## src/rtl/shift_seq_ctrl_if.sv

```systemverilog
// Request/response bundle for the shift sequencer.
// The master side issues shift requests and consumes results;
// the slave side is the sequencer itself.
interface shift_seq_ctrl_if #(
  parameter int WIDTH = 8,
  parameter int AMT_W = 3
);
  logic             in_valid;
  logic             in_ready;
  logic [WIDTH-1:0] in_data;
  logic [2:0]       in_op;
  logic [AMT_W-1:0] in_amt;
  logic             out_valid;
  logic             out_ready;
  logic [WIDTH-1:0] out_data;
  logic             out_err;
  logic             busy;
  logic [7:0]       op_count;

  modport master (
    output in_valid, in_data, in_op, in_amt, out_ready,
    input  in_ready, out_valid, out_data, out_err, busy, op_count
  );

  modport slave (
    input  in_valid, in_data, in_op, in_amt, out_ready,
    output in_ready, out_valid, out_data, out_err, busy, op_count
  );
endinterface

```

## src/rtl/shift_seq_ctrl.sv

```systemverilog
// Multi-cycle shift sequencer: accepts one request at a time, applies one
// 1-bit shift/rotate step per clock for in_amt clocks, then presents the
// result until the consumer takes it. Illegal op codes skip shifting and
// return the operand unchanged with out_err set.
module shift_seq_ctrl #(
  parameter int WIDTH = 8,
  parameter int AMT_W = 3
) (
  input logic            clk,
  input logic            rst_n,
  shift_seq_ctrl_if.slave bus
);

  localparam logic [2:0] OP_LSH  = 3'd0;
  localparam logic [2:0] OP_RSH  = 3'd1;
  localparam logic [2:0] OP_ASH  = 3'd2;
  localparam logic [2:0] OP_ROTL = 3'd3;
  localparam logic [2:0] OP_ROTR = 3'd4;

  typedef enum logic [1:0] {
    IDLE  = 2'd0,
    SHIFT = 2'd1,
    DONE  = 2'd2
  } state_t;

  state_t           state_reg, state_next;
  logic [WIDTH-1:0] data_reg, data_next;
  logic [2:0]       op_reg, op_next;
  logic [AMT_W-1:0] cnt_reg, cnt_next;
  logic             err_reg, err_next;
  logic [7:0]       op_count_reg, op_count_next;

  // Single 1-bit step of the selected operation; unknown ops leave data alone.
  function automatic logic [WIDTH-1:0] step1(input logic [WIDTH-1:0] d,
                                             input logic [2:0]       op);
    case (op)
      OP_LSH:  step1 = {d[WIDTH-2:0], 1'b0};
      OP_RSH:  step1 = {1'b0, d[WIDTH-1:1]};
      OP_ASH:  step1 = {d[WIDTH-1], d[WIDTH-1:1]};
      OP_ROTL: step1 = {d[WIDTH-2:0], d[WIDTH-1]};
      OP_ROTR: step1 = {d[0], d[WIDTH-1:1]};
      default: step1 = d;
    endcase
  endfunction

  // State and datapath registers; reset discards any operation in flight.
  always_ff @(posedge clk or negedge rst_n) begin
    if (!rst_n) begin
      state_reg    <= IDLE;
      data_reg     <= '0;
      op_reg       <= '0;
      cnt_reg      <= '0;
      err_reg      <= 1'b0;
      op_count_reg <= '0;
    end else begin
      state_reg    <= state_next;
      data_reg     <= data_next;
      op_reg       <= op_next;
      cnt_reg      <= cnt_next;
      err_reg      <= err_next;
      op_count_reg <= op_count_next;
    end
  end

  // Next-state and datapath update: accept in IDLE, step in SHIFT, hold in DONE.
  always_comb begin
    state_next    = state_reg;
    data_next     = data_reg;
    op_next       = op_reg;
    cnt_next      = cnt_reg;
    err_next      = err_reg;
    op_count_next = op_count_reg;
    case (state_reg)
      IDLE: begin
        if (bus.in_valid) begin
          data_next = bus.in_data;
          op_next   = bus.in_op;
          if (bus.in_op > OP_ROTR) begin
            // Illegal code: report without touching the operand.
            err_next   = 1'b1;
            state_next = DONE;
          end else if (bus.in_amt == '0) begin
            state_next = DONE;
          end else begin
            cnt_next   = bus.in_amt;
            state_next = SHIFT;
          end
        end
      end
      SHIFT: begin
        data_next = step1(data_reg, op_reg);
        cnt_next  = cnt_reg - AMT_W'(1);
        if (cnt_reg == AMT_W'(1)) begin
          state_next = DONE;
        end
      end
      DONE: begin
        if (bus.out_ready) begin
          err_next      = 1'b0;
          op_count_next = op_count_reg + 8'd1;
          state_next    = IDLE;
        end
      end
      default: begin
        state_next = IDLE;
      end
    endcase
  end

  // in_ready is gated by rst_n so nothing looks acceptable while reset is held.
  assign bus.in_ready  = (state_reg == IDLE) && rst_n;
  assign bus.out_valid = (state_reg == DONE);
  assign bus.out_data  = data_reg;
  assign bus.out_err   = err_reg;
  assign bus.busy      = (state_reg != IDLE);
  assign bus.op_count  = op_count_reg;

endmodule

```

## src/flat_wrapper.sv

```systemverilog
// flat-port wrapper written by rule: the top's interface ports become plain ports
module shift_seq_ctrl_flat 
#(
  parameter int WIDTH = 8,
  parameter int AMT_W = 3
)
  (clk, rst_n, bus_in_valid, bus_in_data, bus_in_op, bus_in_amt, bus_out_ready, bus_in_ready, bus_out_valid, bus_out_data, bus_out_err, bus_busy, bus_op_count);
  shift_seq_ctrl_if #(.WIDTH(WIDTH), .AMT_W(AMT_W)) bus_i ();
  input logic clk;
  input logic rst_n;
  input wire logic [$bits(bus_i.in_valid)-1:0] bus_in_valid;
  input wire logic [$bits(bus_i.in_data)-1:0] bus_in_data;
  input wire logic [$bits(bus_i.in_op)-1:0] bus_in_op;
  input wire logic [$bits(bus_i.in_amt)-1:0] bus_in_amt;
  input wire logic [$bits(bus_i.out_ready)-1:0] bus_out_ready;
  output wire logic [$bits(bus_i.in_ready)-1:0] bus_in_ready;
  output wire logic [$bits(bus_i.out_valid)-1:0] bus_out_valid;
  output wire logic [$bits(bus_i.out_data)-1:0] bus_out_data;
  output wire logic [$bits(bus_i.out_err)-1:0] bus_out_err;
  output wire logic [$bits(bus_i.busy)-1:0] bus_busy;
  output wire logic [$bits(bus_i.op_count)-1:0] bus_op_count;
  assign bus_i.in_valid = bus_in_valid;
  assign bus_i.in_data = bus_in_data;
  assign bus_i.in_op = bus_in_op;
  assign bus_i.in_amt = bus_in_amt;
  assign bus_i.out_ready = bus_out_ready;
  assign bus_in_ready = bus_i.in_ready;
  assign bus_out_valid = bus_i.out_valid;
  assign bus_out_data = bus_i.out_data;
  assign bus_out_err = bus_i.out_err;
  assign bus_busy = bus_i.busy;
  assign bus_op_count = bus_i.op_count;
  shift_seq_ctrl #(.WIDTH(WIDTH), .AMT_W(AMT_W)) u_core (.clk(clk), .rst_n(rst_n), .bus(bus_i));
endmodule
```

## config.mk

```make
export PLATFORM = sky130hd
export DESIGN_NAME = shift_seq_ctrl_flat
export DESIGN_NICKNAME = d
export VERILOG_FILES = /design/src/rtl/shift_seq_ctrl_if.sv /design/src/rtl/shift_seq_ctrl.sv /design/src/flat_wrapper.sv
export SDC_FILE = /design/constraint.sdc
export NUM_CORES = 1
export LEC_CHECK = 0
export ABC_AREA = 1
export CAP_MARGIN = 10
export CELL_PAD_IN_SITES_DETAIL_PLACEMENT = 1
export CELL_PAD_IN_SITES_GLOBAL_PLACEMENT = 1
export CORE_ASPECT_RATIO = 1.25
export CORE_MARGIN = 2
export CORE_UTILIZATION = 35
export DETAILED_ROUTE_END_ITERATION = 6
export GPL_TIMING_DRIVEN = 0
export PLACE_DENSITY = 0.76
export SYNTH_ARGS = -nofsm -noshare
export SYNTH_HDL_FRONTEND = slang
export SYNTH_SLANG_ARGS = --single-unit
```

## constraint.sdc

```tcl
create_clock -name clk -period 1.5 [get_ports clk]
set_input_delay 0.3 -clock clk [delete_from_list [all_inputs] [get_ports clk]]
set_output_delay 0.3 -clock clk [all_outputs]
set_load 0.02 [all_outputs]
```

== Yosys cells after proc, flatten, opt, wreduce, memory -nomap -nowiden ==
Cells that the tools add are included.

* Register bits: 25
* Word-level logic and storage cells: 57

* Add/subtract/negate cells: 2
* $lt $le $gt $ge: 1
* Equal/unequal tests: 16
* Muxes and demuxes: 17
* Reduce and logical (&&, ||, !) cells: 14

{| class="wikitable"
|+ Operators with widths
! kind !! number
|-
| $pmux 8 s5 || 1
|-
| $pmux 8 s2 || 1
|-
| $reduce_and 4->1 || 3
|-
| $mux 2 || 5
|-
| $ne 2x2->1 const B || 5
|-
| $mux 3 || 3
|-
| $add 8x1->8 const B || 1
|-
| $mux 8 || 1
|-
| $eq 3x1->1 const B || 2
|-
| $eq 3x2->1 const B || 2
|-
| $logic_not 3->1 || 2
|-
| $ne 6x6->1 const B || 1
|-
| $pmux 2 s3 || 1
|-
| $pmux 3 s2 || 1
|-
| $reduce_and 3->1 || 2
|-
| $reduce_bool 2->1 || 3
|-
| $ne 5x5->1 const B || 1
|-
| $ne 2x1->1 const B || 2
|-
| $reduce_and 2->1 || 2
|-
| $eq 3x3->1 const B || 1
|-
| $gt 3x3->1 const B || 1
|-
| $mux 1 || 3
|-
| $sub 3x1->3 const B || 1
|-
| $eq 2x1->1 const B || 1
|-
| other kinds (4) || 4
|}

== Logic depth before layout (Yosys ltp) ==
* Depth in word-level cells: 5
* Gate-level depth with buffers: 8
* Gate-level depth less buffers: 8

== Worst setup path before layout ==
OpenSTA, ideal clock, no wires.

* Kind: reg-to-output
* Start: reg u_core.state_reg[1]
* End: out bus_in_ready
* Arrival: 1.085 ns
* Path slack: 0.115 ns
* Stages on the path, launching flop included: 4
* Path buffers: 0
* Cells stage by stage: dfrtp_1 > nor2_4 > inv_1 > nor2_1

* Word-level cells in the longest chain between the ends: 2

{| class="wikitable"
|+ RTL lines
! element !! line !! text
|-
| from (decl) || shift_seq_ctrl.sv:26 || <nowiki>state_t state_reg, state_next;</nowiki>
|-
| from (signal assigned) || shift_seq_ctrl.sv:56 || <nowiki>state_reg <= state_next;</nowiki>
|-
| $logic_not 2->1 || shift_seq_ctrl.sv:111 || <nowiki>assign bus.in_ready = (state_reg == IDLE) && rst_n;</nowiki>
|-
| $logic_and 1x1->1 || shift_seq_ctrl.sv:111 ||
|-
| to (decl) || flat_wrapper.sv:16 || <nowiki>output wire logic [$bits(bus_i.in_ready)-1:0] bus_in_ready;</nowiki>
|}

No other way between the ends.

== Final worst setup path ==
* Start: reg u_core.state_reg[1]
* End: out bus_out_valid

* Word-level cells in the longest chain between the ends: 1

{| class="wikitable"
|+ RTL lines
! element !! line !! text
|-
| $eq 2x2->1 || shift_seq_ctrl.sv:112 || <nowiki>assign bus.out_valid = (state_reg == DONE);</nowiki>
|-
| to (decl) || flat_wrapper.sv:17 || <nowiki>output wire logic [$bits(bus_i.out_valid)-1:0] bus_out_valid;</nowiki>
|}

No other way between the ends.

==> results.md <==
* Status: completed
* Largest net degree at the start of global routing at 26
* RSZ-0062 raised after global routing: false
* Worst slew pin tran at 0.2589 ns
* Initial Util at 36.54%
* LEAKAGE at 1.021 nW
* Vias in the first global route at 1481
* Distinct cells, synth at 30
* Die boundary width at 62.51 µm
* Vias per std cell at 4.809
* Syn-to-layout area delta at 35.42%
* Placed cell count at 288
* Initial antenna violation count at 0
* Reg clk slew, reported paths at 0.09 ns
* CP required at 1.20 ns
* Routed vias at 1433
* Worst hold endpoint: u_core.bus.op_count[6]$_DFFE_PN0P_
* Die Y at 77.14 µm
* Final Instance Count excl. Fillers at 298
* Post-synth net total at 216
* Yosys warning count at 0
* TritonCTS Sinks at 25
* Root cell of the clock tree: clkbuf_8
* Yosys top cell by area: dfrtp_1
* Crit Reg-Reg Endpoint: u_core.cnt_reg[1]$_DFFE_PN0P_
* Final HPWL DP at 2.831 mm
* Post-layout net count at 264
* Period utilisation layout at 96.47%
* Post-Syn Instances at 195
* Count leader, synth: nand2_1
* Routability congestion estimate at 0.7413
* R2R Setup Slk at 0.13 ns
* # rows at 26
* Overall power at 4.125 mW
* #FFs+latches synth at 25
* Io pins at 38
* First-pass GRT wire length at 6.831 mm
* Avg WL per Cell at 12.71 µm
* Avg Synthesized Cell Area at 7.680 µm²
* Pre-CTS setup slack at -1.291 ns
* Fill cells at 536
* H-tree levels at 1
* Min-delay worst type: reg -> reg
* Layout cells sized above 1 at 18.18%
* GR Overflow Total at 0
* Max VDD drop at 857.4 µV
* Clock buffer count from CTS at 3
* Reg2reg start: u_core.state_reg[1]$_DFFE_PN0P_
* CTS tree: done
* Worst skew pair latency at 0.27 ns
* GR Util All Layers at 17.41%
* Hold path cells at 1
* Tmin final at 1.447 ns
* CP Data Arrival Time at 1.15 ns
* Top cell type's share of synthesized area at 41.77%
* Skew final at 0.003211 ns
* EDFF count, synth at 0
* Ant. Diodes at 0
* Post-synthesis sequential area ratio at 41.77%
* ANT nets after route at 0
* Residual DRC count at 0
* CTS max path bufs at 2
* CP Max Fanout at 3
* Asr flop ratio synth at 100.0%
* Worst setup margin at 0.05289 ns
* Setup violators final at 0
* Nature of the critical path endpoint: primary output
* Worst R2R Path Depth at 8
* Fin. Hold Viols at 0
* Die ar. at 4822 µm²
* Post-Route Utilization at 49.48%
* Core footprint at 4099 µm²
* DR iter-0 viols at 43
* Drt first pass iters at 4
* Post-Syn Area at 1498 µm²
* Slew headroom at 82.56%
* Crit path kind: reg -> out
* Worst hold start: u_core.bus.op_count[6]$_DFFE_PN0P_
* Fmax at 691.0 MHz
* Final WL at 3.789 mm
* Number of I/O port buffers at 37
* PwrDens at 2034 nW/µm²
* Synth top area cells: dfrtp_1 (42%), nand2_1 (15%), nand3_1 (6.3%)
* Slew Limit Fails at 0
* Commonest cells post-synth: nand2_1 (60), dfrtp_1 (25), nor2_1 (22)
* Main synth FF type: dfrtp_1
* CP Launch Type: flip-flop
* Max-cap viol count at 0
## area by class of cell
type	count	area, µm²	share of cell area (%)
Inverter	19	73.82	3.640
Clock buffer	3	41.29	2.036
Sequential cell	25	626.9	30.91
Clock inverter	1	5.005	0.2468
Timing Repair Buffer	43	396.6	19.56
Buffer	3	27.53	1.357
Tap cell	56	70.07	3.455
Multi-Input combinational cell	148	787.0	38.80
## critical path, cell delays in order, from the launching register on
cell     delay [ns]
dfrtp_2        0.44
buf_4          0.15
nand2_4        0.08
inv_2          0.05
buf_4          0.15
## per-layer routing
metal | part of all wire, % | global-route usage [%] | vias to the layer above | wire length (µm)
met3 | 2.9 | 1.906 | 5 | 108
li1 | - | - | 713 | -
met4 | 1.5 | 6.000 | 0 | 55
met2 | 52 | 31.18 | 27 | 1956
met5 | 0 | 0 | - | 0
met1 | 44 | 21.49 | 688 | 1667
## kinds of logic after synthesis
group | share of synthesized area [%]
adder cells (fa/ha/maj) | 2.507
AND/OR/NAND/NOR | 36.01
AO/OA/AOI/OAI | 9.106
XOR/XNOR | 4.094
buffers and inverters | 6.516
flip-flops | 41.77
## layout by cell type (no fill, tap or decap), drive strengths merged, types with 11 or more instances in the layout
cell type,instances
nand2,65
dlygate4sd2,17
nand3,21
dfrtp,25
clkdlybuf4s50,16
buf,12
nor2,26
o21ai,11
inv,19
## where the power goes
| group | total [mW] | switching (mW) | internal [mW] |
|---|---|---|---|
| registers | 1.27 | 0.309 | 0.963 |
| clock network | 0.420 | 0.234 | 0.186 |
| logic | 2.43 | 1.49 | 0.946 |
## per-stage QoR
stage | cell area (µm²) | setup TNS (ns) | hold WS (ns)
after floorplan | 1498 | 0 | 0.004409
after global placement | 1938 | -9.550 | 0.4859
after detailed placement | 1938 | -9.452 | 0.4942
after CTS | 1998 | 0 | 0.5035
after global routing | 2028 | 0 | 0.5222
final | 2028 | 0 | 0.4961
## worst max-delay path by stage
stage	start	to	slack [ns]	cells past startpoint
3_3_place_gp	rst_n	bus_in_ready	-1.31	4
3_5_place_dp	rst_n	bus_in_ready	-1.29	4
5_1_grt	u_core.state_reg[1]$_DFFE_PN0P_	bus_out_valid	0.01	4
4_1_cts	u_core.state_reg[1]$_DFFE_PN0P_	bus_busy	0.02	3
2_1_floorplan	u_core.state_reg[1]$_DFFE_PN0P_	bus_in_ready	0.12	3
6_report	u_core.state_reg[1]$_DFFE_PN0P_	bus_out_valid	0.05	4
## timing repair
| action | 4_1_cts | 5_1_grt |
|---|---|---|
| buffers inserted | 2 | 2 |
| resized for setup | 35 | 9 |
| hold buffers | 2 | 0 |
| setup endpoints to repair | 20 | 12 |
| pin swaps | 1 | 2 |
| endpoints found under the hold margin | 25 | 0 |
Note: power is estimated with default switching activity, not from simulation.
